==> src/rtl/bitwise_logic_pipe_if.sv <==
// rtl/bitwise_logic_pipe_if.sv - operand/result handshake bundle for bitwise_logic_pipe
// Purpose: groups the request side (in_valid/in_ready/op/A/B), the response side
//   (out_valid/out_ready/Out) and the busy status of the bitwise logic unit.
// Signals: in_valid, op[2:0], A, B, out_ready driven by the master;
//   in_ready, out_valid, Out, busy (plus out_zero/out_parity when BLU_FLAGS_EN)
//   driven by the slave.
// Config macro: BLU_FLAGS_EN adds the out_zero/out_parity result flags.
interface bitwise_logic_pipe_if #(
  parameter int WIDTH = 64
);
  logic             in_valid;
  logic             in_ready;
  logic [2:0]       op;
  logic [WIDTH-1:0] A;
  logic [WIDTH-1:0] B;
  logic             out_valid;
  logic             out_ready;
  logic [WIDTH-1:0] Out;
  logic             busy;
`ifdef BLU_FLAGS_EN
  logic             out_zero;
  logic             out_parity;
`endif

  modport master (
    output in_valid, op, A, B, out_ready,
`ifdef BLU_FLAGS_EN
    input  out_zero, out_parity,
`endif
    input  in_ready, out_valid, Out, busy
  );

  modport slave (
    input  in_valid, op, A, B, out_ready,
`ifdef BLU_FLAGS_EN
    output out_zero, out_parity,
`endif
    output in_ready, out_valid, Out, busy
  );
endinterface

==> src/rtl/bitwise_logic_pipe.sv <==
// rtl/bitwise_logic_pipe.sv - pipelined 8-op bitwise logic unit with valid/ready flow control
// Purpose: computes one of AND/OR/XOR/XNOR/NAND/NOR/NOT A/pass A on A,B, captures the
//   result into stage 0 on an input transfer and carries it through STAGES register
//   stages; bubbles collapse so a stalled output lets upstream stages fill.
// Ports: clk, rst_n (asynchronous, active-low);
//   bus (bitwise_logic_pipe_if.slave): in_valid/op/A/B/out_ready in,
//   in_ready/out_valid/Out/busy out.
// Parameters: WIDTH operand width, STAGES pipeline depth (1..4) = latency in cycles.
// Config macro: BLU_FLAGS_EN adds out_zero (Out==0) and out_parity (^Out), computed at
//   capture and carried alongside the data.
module bitwise_logic_pipe #(
  parameter int WIDTH  = 64,
  parameter int STAGES = 2
) (
  input  logic                clk,
  input  logic                rst_n,
  bitwise_logic_pipe_if.slave bus
);
`ifdef BLU_FLAGS_EN
  localparam int DW = WIDTH + 2;  // {parity, zero, result}
`else
  localparam int DW = WIDTH;
`endif
  localparam int LAST = STAGES - 1;

  logic [WIDTH-1:0]  res;
  logic [DW-1:0]     cap;
  logic              in_ready;
  logic [STAGES-1:0] v_q;
  logic [STAGES-1:0] v_d;
  logic [STAGES-1:0] adv;
  logic [STAGES-1:0] load;
  logic [DW-1:0]     data_q [STAGES];
  logic [DW-1:0]     data_d [STAGES];

  always_comb begin
    res = bus.A;
    case (bus.op)
      3'b000: res = bus.A & bus.B;
      3'b001: res = bus.A | bus.B;
      3'b010: res = bus.A ^ bus.B;
      3'b011: res = ~(bus.A ^ bus.B);
      3'b100: res = ~(bus.A & bus.B);
      3'b101: res = ~(bus.A | bus.B);
      3'b110: res = ~bus.A;
      3'b111: res = bus.A;
    endcase
  end

`ifdef BLU_FLAGS_EN
  assign cap = {^res, ~|res, res};
`else
  assign cap = res;
`endif

  // A stage advances when it holds data and its downstream can take it; the
  // chain is resolved from the output back, so out_ready reaches in_ready
  // combinationally and a full pipe still streams at one result per cycle.
  always_comb begin
    adv       = '0;
    adv[LAST] = v_q[LAST] & bus.out_ready;
    for (int i = LAST - 1; i >= 0; i--) begin
      adv[i] = v_q[i] & (~v_q[i+1] | adv[i+1]);
    end
    in_ready = ~v_q[0] | adv[0];
    load     = '0;
    load[0]  = bus.in_valid & in_ready;
    for (int i = 1; i < STAGES; i++) begin
      load[i] = adv[i-1];
    end
    v_d = (v_q & ~adv) | load;
    for (int i = 0; i < STAGES; i++) begin
      data_d[i] = data_q[i];
    end
    if (load[0]) data_d[0] = cap;
    for (int i = 1; i < STAGES; i++) begin
      if (load[i]) data_d[i] = data_q[i-1];
    end
  end

  always_ff @(posedge clk or negedge rst_n) begin
    if (!rst_n) begin
      v_q <= '0;
      for (int i = 0; i < STAGES; i++) begin
        data_q[i] <= '0;
      end
    end else begin
      v_q <= v_d;
      for (int i = 0; i < STAGES; i++) begin
        data_q[i] <= data_d[i];
      end
    end
  end

  assign bus.in_ready  = in_ready;
  assign bus.out_valid = v_q[LAST];
  assign bus.Out       = data_q[LAST][WIDTH-1:0];
  assign bus.busy      = |v_q;
`ifdef BLU_FLAGS_EN
  assign bus.out_zero   = data_q[LAST][WIDTH];
  assign bus.out_parity = data_q[LAST][WIDTH+1];
`endif
endmodule

==> src/flat_wrapper.sv <==
// flat-port wrapper written by rule: the top's interface ports become plain ports
module bitwise_logic_pipe_flat 
#(
  parameter int WIDTH  = 64,
  parameter int STAGES = 2
)
  (clk, rst_n, bus_in_valid, bus_op, bus_A, bus_B, bus_out_ready, bus_in_ready, bus_out_valid, bus_Out, bus_busy);
  bitwise_logic_pipe_if #(.WIDTH(WIDTH)) bus_i ();
  input  logic clk;
  input  logic rst_n;
  input wire logic [$bits(bus_i.in_valid)-1:0] bus_in_valid;
  input wire logic [$bits(bus_i.op)-1:0] bus_op;
  input wire logic [$bits(bus_i.A)-1:0] bus_A;
  input wire logic [$bits(bus_i.B)-1:0] bus_B;
  input wire logic [$bits(bus_i.out_ready)-1:0] bus_out_ready;
  output wire logic [$bits(bus_i.in_ready)-1:0] bus_in_ready;
  output wire logic [$bits(bus_i.out_valid)-1:0] bus_out_valid;
  output wire logic [$bits(bus_i.Out)-1:0] bus_Out;
  output wire logic [$bits(bus_i.busy)-1:0] bus_busy;
  assign bus_i.in_valid = bus_in_valid;
  assign bus_i.op = bus_op;
  assign bus_i.A = bus_A;
  assign bus_i.B = bus_B;
  assign bus_i.out_ready = bus_out_ready;
  assign bus_in_ready = bus_i.in_ready;
  assign bus_out_valid = bus_i.out_valid;
  assign bus_Out = bus_i.Out;
  assign bus_busy = bus_i.busy;
  bitwise_logic_pipe #(.WIDTH(WIDTH), .STAGES(STAGES)) u_core (.clk(clk), .rst_n(rst_n), .bus(bus_i));
endmodule
==> config.mk <==
export PLATFORM = sky130hd
export DESIGN_NAME = bitwise_logic_pipe_flat
export DESIGN_NICKNAME = d
export VERILOG_FILES = /design/src/rtl/bitwise_logic_pipe_if.sv /design/src/rtl/bitwise_logic_pipe.sv /design/src/flat_wrapper.sv
export SDC_FILE = /design/constraint.sdc
export NUM_CORES = 1
export LEC_CHECK = 0
export ABC_AREA = 1
export ABC_CLOCK_PERIOD_IN_PS = 2300
export CORE_AREA = 2 2 208 148
export DETAILED_ROUTE_END_ITERATION = 16
export DIE_AREA = 0 0 210 150
export GPL_ROUTABILITY_DRIVEN = 1
export HOLD_SLACK_MARGIN = 0.05
export PLACE_DENSITY = 0.71
export SETUP_SLACK_MARGIN = 0.05
export SLEW_MARGIN = 5
export SYNTH_ARGS = -nofsm -noshare
export SYNTH_HDL_FRONTEND = slang
export SYNTH_SLANG_ARGS = --single-unit
==> constraint.sdc <==
create_clock -name clk -period 2.3 [get_ports clk]
set_input_delay 0.46 -clock clk [delete_from_list [all_inputs] [get_ports clk]]
set_output_delay 0.46 -clock clk [all_outputs]
set_load 0.02 [all_outputs]
# ---- After elaboration in Yosys (flattened, before gate mapping)
# Index checks and enable logic that the tools add are counted.
# Widths: inputs -> output; s select.
dict set report classes {
  eq_ne 7
  muxes 1
  n_bitwise 17
  n_reduce_logical 2
}
# operator n
set op_table {}
lappend op_table {{$pmux 64 s8} 1}
lappend op_table {{$not 64->64} 4}
lappend op_table {{$and 64x64->64} 1}
lappend op_table {{$or 64x64->64} 1}
lappend op_table {{$xor 64x64->64} 1}
lappend op_table {{$eq 3x3->1 const B} 4}
lappend op_table {{$eq 3x2->1 const B} 2}
lappend op_table {{$and 1x1->1} 3}
lappend op_table {{$eq 3x1->1 const B} 1}
lappend op_table {{$logic_not 3->1} 1}
lappend op_table {{$and 2x2->2} 1}
lappend op_table {{$not 1->1} 2}
lappend op_table {{$not 2->2} 1}
lappend op_table {{$or 1x1->1} 2}
lappend op_table {{$or 2x2->2} 1}
lappend op_table {{$reduce_or 2->1} 1}
dict set report word_totals {
  reg_bits 130
  in_bits 135
  word_cells 30
}

# ---- Longest topological paths before layout
# Gate-level depths: netlist of the first run.
dict set report logic_depth {
  depth_word 6
  mapped_depth 10
  depth_no_buf 9
}

# ---- Worst setup path before layout of the first run
# OpenSTA, ideal clock, no wires.
dict set report synth_path {
  path_type {flip-flop to flip-flop}
  startpoint {register u_core.v_q[1]}
  endpoint {register u_core.data_q[100] (netlist name)}
  arrival_time_ns 1.474
  required_time_ns 2.183
  setup_slack_ns 0.710
  path_stages_with_launch 8
  n_path_buf 2
  period_less_slack_ns 1.590
  cell_sequence {dfrtp_1 > nand3_1 > nand2_1 > buf_2 > clkbuf_1 > a21oi_1 > nand2_1 > nand2_1}
}
dict set report synth_via {
  elab_chain_len 5
  elab_cells_between_ends 6
  classes_between {bitwise: 6}
}
# item line_no
set synth_lines {}
lappend synth_lines {{start: declaration} bitwise_logic_pipe.sv:29} ;# logic [STAGES-1:0] v_q;
lappend synth_lines {{start signal: assignment} bitwise_logic_pipe.sv:88} ;# v_q <= v_d;
lappend synth_lines {{$and 1x1->1 / $not 1->1 (equally long branches)} {bitwise_logic_pipe.sv:61, bitwise_logic_pipe.sv:63}}
lappend synth_lines {{$or 1x1->1 (*)} bitwise_logic_pipe.sv:63} ;# adv[i] = v_q[i] & (~v_q[i+1] | adv[i+1]);
lappend synth_lines {{$and 1x1->1 (*)} bitwise_logic_pipe.sv:63}
lappend synth_lines {{$or 1x1->1 (*)} bitwise_logic_pipe.sv:65} ;# in_ready = ~v_q[0] | adv[0];
lappend synth_lines {{named net bus_in_ready} flat_wrapper.sv:16} ;# output wire logic [$bits(bus_i.in_ready)-1:0] bus_in_ready;
lappend synth_lines {{$and 1x1->1 (*)} bitwise_logic_pipe.sv:67} ;# load[0] = bus.in_valid & in_ready;
lappend synth_lines {{end signal: indexed assignment} bitwise_logic_pipe.sv:90} ;# data_q[i] <= data_d[i];
lappend synth_lines {{end: declaration} bitwise_logic_pipe.sv:33} ;# logic [DW-1:0] data_q [STAGES];
# Mark *: on every way through the listed nets, which the timed path passes. The rest lies on a longest branch.
# A chain may end at the register's enable or synchronous reset.

# ---- Final worst setup path of the first run
dict set report layout_path {
  startpoint {register u_core.v_q[0]}
  endpoint {output bus_busy}
}
dict set report layout_via {
  elab_chain_len 1
}
# item line_no
set layout_lines {}
lappend layout_lines {{$reduce_or 2->1} bitwise_logic_pipe.sv:98} ;# assign bus.busy = |v_q;
lappend layout_lines {{end: declaration} flat_wrapper.sv:19} ;# output wire logic [$bits(bus_i.busy)-1:0] bus_busy;
# Every way passes these cells.

==> impl_metrics.json, run 1 <==
{
  "status": "completed",
  "wl_per_cell_um": 15.9,
  "final_layout_size_suffix_gt1_share_pct": 7.20,
  "ant_nets": 0,
  "syn_avg_cell_area_um2": 6.67,
  "cts_repair_resize_count": 0,
  "cp.arrival_ns": 1.70,
  "crit_path_max_fanout": 4,
  "vdd.ir_drop.worst_mv": 0.458,
  "grt_pass1_vias": 12380,
  "r2r-start": "u_core.v_q[0]",
  "dr_wl_met2_um": 17300,
  "clk_latency_ns": 0.43,
  "final_area_um2": 15500,
  "vias_per_cell": 5.37,
  "clockBufferDepth": 2,
  "layout_common_cells": "nand2_1 (565), inv_1 (282), nand4_1 (241), clkdlybuf4s50_1 (197), nor2_1 (143)",
  "route.detailed.drc": 0,
  "slowest_delay_ns": 0.54,
  "clock.fmax_ghz": 0.464,
  "hold_depth": 2,
  "start_util_pct": 44.2,
  "top_layer": "met4",
  "die_y_um": 150,
  "placedCellCount": 2379,
  "fin_crit_sh_pct": 93.7,
  "min-delay-path-class": "reg -> reg",
  "worstMarginPinSlew_ns": 0.668,
  "r2r_end": "u_core.data_q[64]",
  "yosysWarnings": 0,
  "p_per_area_nw_per_um2": 599,
  "wl_um": 38500,
  "clkTransAtPathRegs_ns": 0.06,
  "cts_setup_buffers": 0,
  "clock_skew_ns": 0.00865,
  "fin_setup_tns_ns": 0,
  "final_nets": 2277,
  "final_common_cell": "nand2_1",
  "maxSlewViolCount": 0,
  "crit_slowest_cell": "clkdlybuf4s50_1",
  "portBuffers": 201,
  "end_kind": "output pin",
  "hold_end": "u_core.data_q[103]",
  "seq_area_frac_synth_pct": 24.8,
  "first_iter_violations": 964,
  "htreeDepth": 4,
  "criticalPathCategory": "reg -> out",
  "numCtsBuffers": 17,
  "worst_slack_ns": 0.144,
  "gr-total-overflow": 0,
  "drtPass1Iterations": 7,
  "hold_violations": 0,
  "syn_nets": 2229,
  "die_w_um": 210,
  "r2r_slack_ns": 0.82,
  "hold_buffers": 1,
  "max-slew-margin-rel_pct": 55.5,
  "diodes": 0,
  "core_um2": 29600,
  "cp_cell_sequence": "or2_2 -> clkdlybuf4s50_1",
  "rsz0062_at_grt": "false",
  "cts_tree": "yes",
  "syn_inst": 1966,
  "syn_area_um2": 13100,
  "globalplace.congestion": 0.793,
  "route.met3.wl_um": 2390,
  "hp-start": "u_core.data_q[103]",
  "postPlaceCellArea_um2": 14900,
  "cap_violations": 0,
  "m1WireLength_um": 18300,
  "io_pins": 202,
  "place_ws_ns": 0.193,
  "die_area_um2": 31500,
  "crit_buf_inv": 1,
  "grtUsageTotal_pct": 24.5,
  "finalSetupViolations": 0,
  "critPathTopFamily": "buffers and inverters",
  "area_growth_pct": 18.4,
  "synth-seq-cells": 130,
  "yosys.cell_types.count": 19,
  "rr_worst_depth": 7,
  "grt_pass1_wl_um": 62300,
  "grt_max_degree": 144,
  "p_leak_nw": 8.61,
  "power_w": 0.00930,
  "fin_crit_ns": 2.16,
  "vias": 12942,
  "clockRootBuffer": "clkbuf_16",
  "antenna_found_initial": 0,
  "cts.sinks": 130,
  "crit_path_start_kind": "flip-flop",
  "required_ns": 1.84,
  "hpwlAfterDp_um": 24400,
  "row_count": 53,
  "final_cell_count_no_fill": 2412,
  "cp.depth": 2
}
[registers in the layout, indices dropped and copies added (netlist names)]
name and count:
u_core.data_q 64, u_core.v_q 2, u_core.bus.Out 64
[layout make-up]
cell class | count | area [µm²]
inverter | 286 | 1080
multi-input combinational | 1342 | 7630
timing repair buffer | 237 | 2490
clock inverter | 12 | 131
sequential | 130 | 3250
tap | 385 | 482
clock buffer | 20 | 467
fill | 2768 | 14100
[logic make-up (layout without fill, tap and decap cells)]
logic type | Yosys count | in the layout | share of synthesized area, %
AND/OR/NAND/NOR | 1071 | 1071 | 37.3
multiplexers | 64 | 64 | 5.50
AO/OA/AOI/OAI | 79 | 79 | 3.02
flip-flops | 130 | 130 | 24.8
buffers and inverters | 494 | 555 | 17.2
adder cells (fa/ha/maj) | 128 | 128 | 12.2
[per-layer routing]
metal	up-vias	track usage, %
li1	6374	-
met1	6068	33.6
met2	461	39.6
met3	39	4.39
met4	0	7.02
met5	-	0
[worst max path at each step]
stage,startpoint,endpoint,slack [ns]
2_1_floorplan,u_core.v_q[1],u_core.data_q[100],0.71
3_3_place_gp,bus_out_ready,bus_in_ready,0.18
3_5_place_dp,bus_out_ready,bus_in_ready,0.19
4_1_cts,u_core.v_q[0],bus_busy,0.12
5_1_grt,u_core.v_q[0],bus_busy,0.06
6_report,u_core.v_q[0],bus_busy,0.14
[synth_stat cells (all sizes together)]
| library cell | number | area, µm² |
|---|---|---|
| nand2 | 568 | 2130 |
| inv | 286 | 1070 |
| nand4 | 241 | 1510 |
| buf | 170 | 1030 |
| nor2 | 146 | 563 |
| dfrtp | 130 | 3250 |
| ha | 128 | 1600 |
| nand3 | 74 | 370 |
| a21oi | 64 | 320 |
| mux2 | 64 | 721 |
| nand3b | 41 | 308 |
| clkbuf | 38 | 143 |
| o21ai | 15 | 75.1 |
| or2 | 1 | 6.26 |
[where the power goes]
group / leakage, nW / internal (W) / switching (W)
combinational: 6.71 / 0.00154 / 0.00183
sequential: 1.62 / 0.00282 / 0.000308
clock: 0.284 / 0.00168 / 0.00113
[tightest hold or removal path: cells and delay by family (launching register included)]
family / cells / cell delay, ns
flops: 1 / 0.34
simple gates: 2 / 0.10
[per-stage QoR]
stage | hold slack (ns) | util (%)
final | 0.475 | 52.4
after global routing | 0.504 | 52.4
after CTS | 0.478 | 52.4
after detailed placement | 0.443 | 50.3
after global placement | 0.439 | 50.3
after floorplan | 0.164 | -
No activity file was read; power rests on OpenSTA's default activity.
==> inputs of run 2 (changes only) <==
--- a/config.mk
+++ b/config.mk
@@ -8,6 +8,7 @@
 export ABC_AREA = 1
 export ABC_CLOCK_PERIOD_IN_PS = 2300
 export CORE_AREA = 2 2 208 148
+export CTS_CLUSTER_DIAMETER = 60
 export DETAILED_ROUTE_END_ITERATION = 16
 export DIE_AREA = 0 0 210 150
 export GPL_ROUTABILITY_DRIVEN = 1
@@ -18,3 +19,4 @@
 export SYNTH_ARGS = -nofsm -noshare
 export SYNTH_HDL_FRONTEND = slang
 export SYNTH_SLANG_ARGS = --single-unit
+export TNS_END_PERCENT = 10
==> results of run 2 <==
No change in the layout: final DEF, timing and power equal those of run 1.
